### config.mk
export PLATFORM = sky130hd
export DESIGN_NAME = aud_dac_serializer_flat
export DESIGN_NICKNAME = d
export VERILOG_FILES = /design/src/rtl/aud_dac_serializer_if.sv /design/src/rtl/aud_dac_serializer.sv /design/src/flat_wrapper.sv
export SDC_FILE = /design/constraint.sdc
export NUM_CORES = 1
export LEC_CHECK = 0
export BUFFER_PORTS_ARGS = -buffer_cell sky130_fd_sc_hd__buf_2
export CORE_AREA = 2 2 122 124
export DETAILED_ROUTE_END_ITERATION = 10
export DIE_AREA = 0 0 124 126
export GPL_TIMING_DRIVEN = 0
export PLACE_DENSITY = 0.78
export SLEW_MARGIN = 20
export SYNTH_ARGS = -nofsm -noshare
export SYNTH_HDL_FRONTEND = slang
export SYNTH_SLANG_ARGS = --single-unit
### constraint.sdc
create_clock -name CLOCK_50_B5B -period 8.16 [get_ports CLOCK_50_B5B]
set_input_delay 0.408 -clock CLOCK_50_B5B [delete_from_list [all_inputs] [get_ports CLOCK_50_B5B]]
set_output_delay 0.408 -clock CLOCK_50_B5B [all_outputs]
set_load 0.05 [all_outputs]
### src/rtl/aud_dac_serializer_if.sv
// rtl/aud_dac_serializer_if.sv - stereo sample stream into the DAC serializer
interface aud_dac_serializer_if #(
  parameter int SAMPLE_W = 24
) ();
  logic                s_valid;
  logic                s_ready;
  logic [SAMPLE_W-1:0] s_left;
  logic [SAMPLE_W-1:0] s_right;

  modport master (output s_valid, output s_left, output s_right, input s_ready);
  modport slave  (input s_valid, input s_left, input s_right, output s_ready);
endinterface

### src/rtl/aud_dac_serializer.sv
// rtl/aud_dac_serializer.sv - codec clock generation and left-justified stereo DAC serializer
// Optional build macro UNDERRUN_MUTE_EN: underrun frames play silence instead of repeating.
module aud_dac_serializer #(
  parameter int SAMPLE_W  = 24,
  parameter int SLOT_W    = 32,
  parameter int MCLK_HALF = 2,
  parameter int BCLK_HALF = 4
) (
  input  logic                CLOCK_50_B5B,
  input  logic                CPU_RESET_n,
  aud_dac_serializer_if.slave s_if,
  output logic                AUD_XCK,
  output logic                AUD_BCLK,
  output logic                AUD_DACLRCK,
  output logic                AUD_DACDAT,
  output logic                frame_strobe,
  output logic [15:0]         underrun_cnt
);
  localparam int FRAME = 2 * SLOT_W;
  localparam int CNT_W = (FRAME > 1) ? $clog2(FRAME) : 1;
  localparam int MW    = (MCLK_HALF > 1) ? $clog2(MCLK_HALF) : 1;
  localparam int BW    = (BCLK_HALF > 1) ? $clog2(BCLK_HALF) : 1;
  localparam int IDX_W = (SAMPLE_W > 1) ? $clog2(SAMPLE_W) : 1;

  generate
    if (SAMPLE_W < 1 || SAMPLE_W > SLOT_W || MCLK_HALF < 1 || BCLK_HALF < 1) begin : g_bad_params
      $error("aud_dac_serializer: illegal parameter combination");
    end
  endgenerate

  logic [MW-1:0]       r_xcnt;
  logic                r_xck;
  logic [BW-1:0]       r_bcnt;
  logic                r_bclk;
  logic [CNT_W-1:0]    r_bit_cnt;
  logic                r_lrck;
  logic                r_dat;
  logic                r_strobe;
  logic [15:0]         r_underrun_cnt;
  logic                r_hold_full;
  logic [SAMPLE_W-1:0] r_hold_l, r_hold_r;
  logic [SAMPLE_W-1:0] r_last_l, r_last_r;
  logic [SAMPLE_W-1:0] r_sh_l, r_sh_r;

  logic                w_xwrap, w_bwrap, w_fall, w_load, w_accept;
  logic [CNT_W-1:0]    w_next_cnt, w_k;
  logic                w_next_lr;
  logic [SAMPLE_W-1:0] w_load_l, w_load_r, w_nxt_l, w_nxt_r, w_chan;
  logic [IDX_W-1:0]    w_idx;
  logic                w_bit;

  assign w_xwrap    = (r_xcnt == MW'(MCLK_HALF - 1));
  assign w_bwrap    = (r_bcnt == BW'(BCLK_HALF - 1));
  assign w_fall     = w_bwrap && r_bclk;
  assign w_load     = w_fall && (r_bit_cnt == CNT_W'(FRAME - 1));
  assign s_if.s_ready = !r_hold_full || w_load;
  assign w_accept   = s_if.s_valid && s_if.s_ready;

  assign w_next_cnt = (r_bit_cnt == CNT_W'(FRAME - 1)) ? '0 : r_bit_cnt + 1'b1;
  assign w_next_lr  = (w_next_cnt >= CNT_W'(SLOT_W));
  assign w_k        = w_next_lr ? (w_next_cnt - CNT_W'(SLOT_W)) : w_next_cnt;

  // Underrun source: either the previous pair again, or silence when muting.
`ifdef UNDERRUN_MUTE_EN
  assign w_load_l = r_hold_full ? r_hold_l : '0;
  assign w_load_r = r_hold_full ? r_hold_r : '0;
`else
  assign w_load_l = r_hold_full ? r_hold_l : r_last_l;
  assign w_load_r = r_hold_full ? r_hold_r : r_last_r;
`endif

  // The bit launched on a load edge must come from the pair being loaded, not the old one.
  assign w_nxt_l = w_load ? w_load_l : r_sh_l;
  assign w_nxt_r = w_load ? w_load_r : r_sh_r;
  assign w_chan  = w_next_lr ? w_nxt_r : w_nxt_l;
  assign w_idx   = IDX_W'(SAMPLE_W - 1 - int'(w_k));
  assign w_bit   = (w_k < CNT_W'(SAMPLE_W)) ? w_chan[w_idx] : 1'b0;

  always_ff @(posedge CLOCK_50_B5B or negedge CPU_RESET_n) begin
    if (!CPU_RESET_n) begin
      r_xcnt         <= '0;
      r_xck          <= 1'b0;
      r_bcnt         <= '0;
      r_bclk         <= 1'b0;
      r_bit_cnt      <= CNT_W'(FRAME - 1);
      r_lrck         <= 1'b0;
      r_dat          <= 1'b0;
      r_strobe       <= 1'b0;
      r_underrun_cnt <= '0;
      r_hold_full    <= 1'b0;
      r_hold_l       <= '0;
      r_hold_r       <= '0;
      r_last_l       <= '0;
      r_last_r       <= '0;
      r_sh_l         <= '0;
      r_sh_r         <= '0;
    end else begin
      r_xcnt   <= w_xwrap ? '0 : r_xcnt + 1'b1;
      r_bcnt   <= w_bwrap ? '0 : r_bcnt + 1'b1;
      r_strobe <= w_load;
      if (w_xwrap) r_xck <= ~r_xck;
      if (w_bwrap) r_bclk <= ~r_bclk;
      if (w_fall) begin
        r_bit_cnt <= w_next_cnt;
        r_lrck    <= w_next_lr;
        r_dat     <= w_bit;
      end
      if (w_load) begin
        r_sh_l   <= w_load_l;
        r_sh_r   <= w_load_r;
        r_last_l <= w_load_l;
        r_last_r <= w_load_r;
        if (!r_hold_full && r_underrun_cnt != 16'hFFFF)
          r_underrun_cnt <= r_underrun_cnt + 16'd1;
      end
      if (w_accept) begin
        r_hold_l    <= s_if.s_left;
        r_hold_r    <= s_if.s_right;
        r_hold_full <= 1'b1;
      end else if (w_load) begin
        r_hold_full <= 1'b0;
      end
    end
  end

  assign AUD_XCK      = r_xck;
  assign AUD_BCLK     = r_bclk;
  assign AUD_DACLRCK  = r_lrck;
  assign AUD_DACDAT   = r_dat;
  assign frame_strobe = r_strobe;
  assign underrun_cnt = r_underrun_cnt;
endmodule

### src/flat_wrapper.sv
// flat-port wrapper written by rule: the top's interface ports become plain ports
module aud_dac_serializer_flat 
#(
  parameter int SAMPLE_W  = 24,
  parameter int SLOT_W    = 32,
  parameter int MCLK_HALF = 2,
  parameter int BCLK_HALF = 4
)
  (CLOCK_50_B5B, CPU_RESET_n, AUD_XCK, AUD_BCLK, AUD_DACLRCK, AUD_DACDAT, frame_strobe, underrun_cnt, s_if_s_valid, s_if_s_left, s_if_s_right, s_if_s_ready);
  aud_dac_serializer_if #(.SAMPLE_W(SAMPLE_W)) s_if_i ();
  input  logic CLOCK_50_B5B;
  input  logic CPU_RESET_n;
  output logic AUD_XCK;
  output logic AUD_BCLK;
  output logic AUD_DACLRCK;
  output logic AUD_DACDAT;
  output logic frame_strobe;
  output logic [15:0] underrun_cnt;
  input wire logic [$bits(s_if_i.s_valid)-1:0] s_if_s_valid;
  input wire logic [$bits(s_if_i.s_left)-1:0] s_if_s_left;
  input wire logic [$bits(s_if_i.s_right)-1:0] s_if_s_right;
  output wire logic [$bits(s_if_i.s_ready)-1:0] s_if_s_ready;
  assign s_if_i.s_valid = s_if_s_valid;
  assign s_if_i.s_left = s_if_s_left;
  assign s_if_i.s_right = s_if_s_right;
  assign s_if_s_ready = s_if_i.s_ready;
  aud_dac_serializer #(.SAMPLE_W(SAMPLE_W), .SLOT_W(SLOT_W), .MCLK_HALF(MCLK_HALF), .BCLK_HALF(BCLK_HALF)) u_core (.CLOCK_50_B5B(CLOCK_50_B5B), .CPU_RESET_n(CPU_RESET_n), .s_if(s_if_i), .AUD_XCK(AUD_XCK), .AUD_BCLK(AUD_BCLK), .AUD_DACLRCK(AUD_DACLRCK), .AUD_DACDAT(AUD_DACDAT), .frame_strobe(frame_strobe), .underrun_cnt(underrun_cnt));
endmodule
==> flow_metrics.env, run 1 <==
export IMPL_drv_cap=0
export IMPL_grt_pass1_vias=5357
export IMPL_final_core_util=0.625
export IMPL_synth_area_leaders="dfrtp_1 55%, mux2_2 15%, mux2i_1 5.3%"
export IMPL_hold_viol_final=0
export IMPL_fmax_ghz=0.313
export IMPL_netlist_instances=615
export IMPL_antenna_found_initial=0
export IMPL_synth_flop_cell="dfrtp_1"
export IMPL_hold_path_class="input pin to asynchronous set/reset pin"
export IMPL_cts_clk_slew_worst_paths_ps=60
export IMPL_worstPathMaxFanout=10
export IMPL_cp_end_kind="flip-flop"
export IMPL_crit_type="flip-flop to flip-flop"
export IMPL_first_pass_iters=4
export IMPL_synth_top_area_frac=0.546
export IMPL_grt_max_degree=101
export IMPL_drc=0
export IMPL_ys_seq_area_frac=0.567
export IMPL_slew_violations=0
export IMPL_tightest_slew_ps=850
export IMPL_status="finished, final reports clean"
export IMPL_post_drt_wl_per_cell_um=17.9
export IMPL_dpl_cell_area_um2=8370
export IMPL_start_util=0.541
export IMPL_fill_cells=1129
export IMPL_min_period_over_period=0.391
export IMPL_vias=5167
export IMPL_post_cts_buffers=0
export IMPL_power_density_nw_per_um2=189
export IMPL_clkSinkCount=175
export IMPL_vdd_ir_drop_worst_v=0.000143
export IMPL_io_pins=73
export IMPL_diodes=0
export IMPL_dr_first_iter_drc_count=326
export IMPL_fin_area_um2=8940
export IMPL_cts_buffers=17
export IMPL_holdWs_ps=22.8
export IMPL_synth_edf_count=0
export IMPL_core_rowCount=44
export IMPL_multi_input_area_um2=3130
export IMPL_yosysMostFrequentCell="dfrtp_1"
export IMPL_finalClockSkew_ps=8.32
export IMPL_setup_tns_final_ps=0
export IMPL_post_cts_resized=0
export IMPL_clockBufferDepth=2
export IMPL_final_setup_viol_count=0
export IMPL_overflow=0
export IMPL_total_power_mw=1.69
export IMPL_dpl_worst_slack_ps=5000
export IMPL_syn_num_nets=671
export IMPL_io_buffer_count=72
export IMPL_rsz0062_at_grt="false"
export IMPL_fin_cells=903
export IMPL_grt_usage=0.223
export IMPL_min_period_ps=3190
export IMPL_worstPathRequired_ps=8470
export IMPL_post_place_cells=872
export IMPL_max_slew_margin_rel=0.431
export IMPL_netlist_area_um2=7740
export IMPL_critPathLaunchType="flip-flop"
export IMPL_cp_arrival_ps=3500
export IMPL_tritoncts="yes"
export IMPL_clockRootBuffer="clkbuf_16"
export IMPL_seq_area_um2=4390
export IMPL_yosysWarningCount=0
export IMPL_synth_seq_cells=175
export IMPL_gp_congestion=0.884
export IMPL_antenna_left=0
export IMPL_synth_common_cells="169 x dfrtp_1, 106 x mux2_2, 58 x nand2_1"
export IMPL_grt_first_pass_wirelength_mm=26.5
export IMPL_vias_per_cell=5.72
export IMPL_clkLatencyLatePin_ps=430
export IMPL_h_tree_depth=4
export IMPL_finalWorstSetupSlack_ps=4970
export IMPL_async_flop_share=1.00
export IMPL_core_area_um2=14300
export IMPL_ys_types=52
export IMPL_syn_to_final_growth_pct=15.5
export IMPL_fin_nets=763
export IMPL_die_w_um=124
export IMPL_dp_hpwl_mm=11.3
export IMPL_avgSynthCellArea_um2=12.6
export IMPL_drive_above_1_share=0.341
export IMPL_die_h_um=126
export IMPL_drt_total_wl_mm=16.2
export IMPL_yosysTopAreaCell="dfrtp_1"
export IMPL_postCtsHoldBufs=0
export IMPL_cellLeakagePower_nw=4.66
export IMPL_die_area_um2=15600
==> kinds of logic after synthesis <==
family | after synthesis | share of synthesized area
flip-flops | 175 | 0.567
adder cells (fa/ha/maj) | 5 | 0.00808
AND/OR/NAND/NOR | 126 | 0.0765
multiplexers | 151 | 0.216
XOR/XNOR | 22 | 0.0249
AO/OA/AOI/OAI | 93 | 0.0791
buffers and inverters | 43 | 0.0288
==> metal layers <==
| layer | vias up | track usage | routed length, um |
|---|---|---|---|
| met4 | 0 | 0.107 | 508 |
| met5 | - | 0 | 0 |
| met1 | 2617 | 0.292 | 6960 |
| met2 | 121 | 0.350 | 8000 |
| met3 | 35 | 0.0539 | 707 |
| li1 | 2394 | - | - |
==> power by group <==
part | internal (mW) | total (mW) | switching, mW
Clock | 0.464 | 0.789 | 0.325
Sequential | 0.868 | 0.868 | 0
Combinational | 0.0104 | 0.0297 | 0.0193
==> registers in the layout, summed over array words and instances (netlist names), 2 cells and up <==
name / flops
u_core.r_bcnt: 2
u_core.r_sh_r: 24
u_core.r_hold_l: 24
u_core.r_last_l: 24
u_core.r_sh_l: 24
u_core.r_hold_r: 24
u_core.r_last_r: 24
u_core.underrun_cnt: 16
u_core.r_bit_cnt: 6
==> worst max-delay path, cell delays in order (launching register included) <==
cell and delay, ps:
dfstp_2 600, ha_1 170, buf_2 190, nand3_2 130, or2_1 260, buf_6 140, inv_4 60, buf_12 120
mux2_4 300, mux4_2 480, o22ai_1 160, or4b_1 150, nand3_1 80, a211o_1 220
==> layout make-up <==
cell class / count / area share
Tap cell: 184 / 0.0257
Inverter: 4 / 0.00196
Multi-Input combinational cell: 397 / 0.350
Clock inverter: 10 / 0.0126
Sequential cell: 175 / 0.491
Clock buffer: 21 / 0.0515
Timing Repair Buffer: 73 / 0.0445
Buffer: 39 / 0.0229
==> layout by cell type, fill, tap and decap left out, drive strengths merged, types with 11 or more instances in the layout <==
| cell | n |
|---|---|
| a211oi | 17 |
| and3 | 11 |
| buf | 96 |
| clkbuf | 37 |
| dfrtp | 169 |
| mux2 | 109 |
| mux2i | 41 |
| nand2 | 58 |
| nand3 | 12 |
| nor2 | 23 |
| o21ai | 36 |
| xnor2 | 14 |
==> path summary, 6_finish.rpt <==
path / slack, ps / cells after the start / endpoint / startpoint
worst min register to register: 430 / 1 / u_core.r_bcnt[0] / u_core.r_bcnt[0]
worst max register to register: 4970 / 13 / u_core.AUD_DACDAT / u_core.r_bit_cnt[0]
worst min-delay path: 20 / 1 / u_core.r_hold_r[15] / CPU_RESET_n
worst max-delay path: 4970 / 13 / u_core.AUD_DACDAT / u_core.r_bit_cnt[0]
min in group CLOCK_50_B5B: 200 / 2 / u_core.r_hold_l[20] / s_if_s_left[20]
max in group asynchronous: 7330 / 2 / u_core.r_bit_cnt[3] / CPU_RESET_n
Power figures use the tool's default switching activity.
==> inputs of run 2 (changes only) <==
==> constraint.sdc (replaced) <==
create_clock -name CLOCK_50_B5B -period 3.04 [get_ports CLOCK_50_B5B]
set_input_delay 0.152 -clock CLOCK_50_B5B [delete_from_list [all_inputs] [get_ports CLOCK_50_B5B]]
set_output_delay 0.152 -clock CLOCK_50_B5B [all_outputs]
set_load 0.05 [all_outputs]
==> run 2 against run 1 <==
Effect of this change:
- sequential cell count unchanged
- final cell count up 6.3%
- clock power rose to 2.7 times the previous value
- wire length up 5.1%
- critical endpoint unchanged
==> flow_metrics.env, run 2 (synthesis gave the netlist of run 1 again) <==
export IMPL_status="finished, final reports clean"
export IMPL_antenna_left=0
export IMPL_dp_hpwl_mm=11.3
export IMPL_diodes=0
export IMPL_slowest_stage="dfstp_2"
export IMPL_vdd_ir_drop_worst_v=0.000383
export IMPL_power_density_nw_per_um2=478
export IMPL_max_slew_margin_rel=0.494
export IMPL_post_drt_wl_per_cell_um=17.7
export IMPL_tritoncts="yes"
export IMPL_min_period_over_period=0.968
export IMPL_drc=0
export IMPL_cp_end_kind="flip-flop"
export IMPL_grt_usage=0.231
export IMPL_syn_to_final_growth_pct=23.6
export IMPL_vias_per_cell=5.65
export IMPL_worstPathMaxFanout=7
export IMPL_drive_above_1_share=0.339
export IMPL_h_tree_depth=4
export IMPL_drv_cap=0
export IMPL_final_setup_viol_count=0
export IMPL_die_w_um=124
export IMPL_total_power_mw=4.58
export IMPL_grt_pass1_vias=5627
export IMPL_hold_viol_final=0
export IMPL_clockBufferDepth=2
export IMPL_holdWs_ps=358
export IMPL_crit_cells=13
export IMPL_cp_arrival_ps=3260
export IMPL_critPathMostFrequentCell="buf_6"
export IMPL_layout_common_cells="169 x dfrtp_1, 106 x mux2_2, 85 x buf_2"
export IMPL_path_cells="ha_4 > buf_6 > nand3_4 > or2_1 > buf_6 > inv_4 > buf_12 > mux2_4 > mux4_2 > o22ai_1 > or4b_4 > nand3_2 > a211o_1"
export IMPL_setup_tns_final_ps=0
export IMPL_worstPathRequired_ps=3350
export IMPL_hold_path_class="input pin to asynchronous set/reset pin"
export IMPL_critPathLaunchType="flip-flop"
export IMPL_cpPeakStageDelay_ps=560
export IMPL_drt_total_wl_mm=17.0
export IMPL_antenna_found_initial=0
export IMPL_cts_buffers=17
export IMPL_first_pass_iters=5
export IMPL_fin_nets=820
export IMPL_post_place_cells=872
export IMPL_fin_cells=960
export IMPL_cellLeakagePower_nw=4.93
export IMPL_crit_family="multiplexers"
export IMPL_rsz0062_at_grt="false"
export IMPL_crit_type="flip-flop to flip-flop"
export IMPL_grt_first_pass_wirelength_mm=27.5
export IMPL_io_buffer_count=72
export IMPL_gp_congestion=0.884
export IMPL_cp_buffers_inverters=4
export IMPL_core_rowCount=44
export IMPL_fmax_ghz=0.340
export IMPL_die_h_um=126
export IMPL_slew_violations=0
export IMPL_clkLatencyLatePin_ps=430
export IMPL_die_area_um2=15600
export IMPL_dr_first_iter_drc_count=355
export IMPL_grt_max_degree=101
export IMPL_min_period_ps=2940
export IMPL_tightest_slew_ps=759
export IMPL_clkSinkCount=175
export IMPL_clockRootBuffer="clkbuf_16"
export IMPL_overflow=0
export IMPL_core_area_um2=14300
export IMPL_reg2reg_depth=13
export IMPL_ff2ff_setup_slack_ps=100
export IMPL_finalClockSkew_ps=6.83
export IMPL_cts_clk_slew_worst_paths_ps=60
export IMPL_start_util=0.541
export IMPL_vias=5422
export IMPL_io_pins=73
export IMPL_layout_commonest_cell="dfrtp_1"
==> run 2: cell count changes in the layout (fill, tap and decap cells not counted), moves of 3 or more <==
cell           delta
buf_4             +7
clkbuf_1          -3
clkbuf_2          +3
dlygate4sd3_1    +50
==> run 2: report_power, final <==
part	internal [mW]	switching, mW	leakage [nW]
clock network	1.25	0.870	0.279
logic	0.0695	0.0606	2.24
registers	2.33	0	2.41
total	3.64	0.931	4.93
==> run 2: final timing paths <==
check                                    start             endpoint
max                        u_core.r_bit_cnt[0]    u_core.AUD_DACDAT
max reg2reg                u_core.r_bit_cnt[0]    u_core.AUD_DACDAT
min                                CPU_RESET_n  u_core.r_hold_r[15]
min in group CLOCK_50_B5B     u_core.r_bcnt[0]     u_core.r_bcnt[0]
min reg2reg                   u_core.r_bcnt[0]     u_core.r_bcnt[0]
max in group asynchronous          CPU_RESET_n   u_core.r_last_l[9]
==> run 2: worst register-to-register path, cell delays in order (launching register included) <==
cell and delay (ps):
dfstp_2 560, ha_4 140, buf_6 120, nand3_4 90, or2_1 230, buf_6 140, inv_4 60, buf_12 110
mux2_4 300, mux4_2 480, o22ai_1 160, or4b_4 160, nand3_2 60, a211o_1 220
==> run 2: through the flow <==
stage,cell area (um^2),setup WS [ps],util
6_report,9570,96.1,0.668
5_1_grt,9570,0.838,0.668
4_1_cts,9460,2.48,0.661
3_5_place_dp,8370,-118,0.585
3_3_place_gp,8330,-726,0.582
2_1_floorplan,7740,117,-
==> run 2: cell type report <==
cell class,count,area [um^2]
flip-flops and latches,175,4390
clock inverters,10,113
clock buffers,21,460
well taps,184,230
inverters,4,17.5
multi-input cells,397,3190
repair buffers,130,951
fillers,1058,4750
plain buffers,39,218
==> run 2: metal layers <==
metal / vias to the layer above / GRT usage / wire [um]
li1: 2498 / - / -
met1: 2715 / 0.298 / 7300
met2: 166 / 0.367 / 8450
met3: 43 / 0.0548 / 690
met4: 0 / 0.112 / 558
met5: - / 0 / 0
==> run 2: what timing repair did <==
action                                  in CTS  in global routing
pin swaps                                    0                  2
endpoints found under the setup margin      21                 11
hold endpoints to repair                   146                  0
setup buffers                                2                  5
gates resized for setup                      3                 17
hold buffers                                50                  0
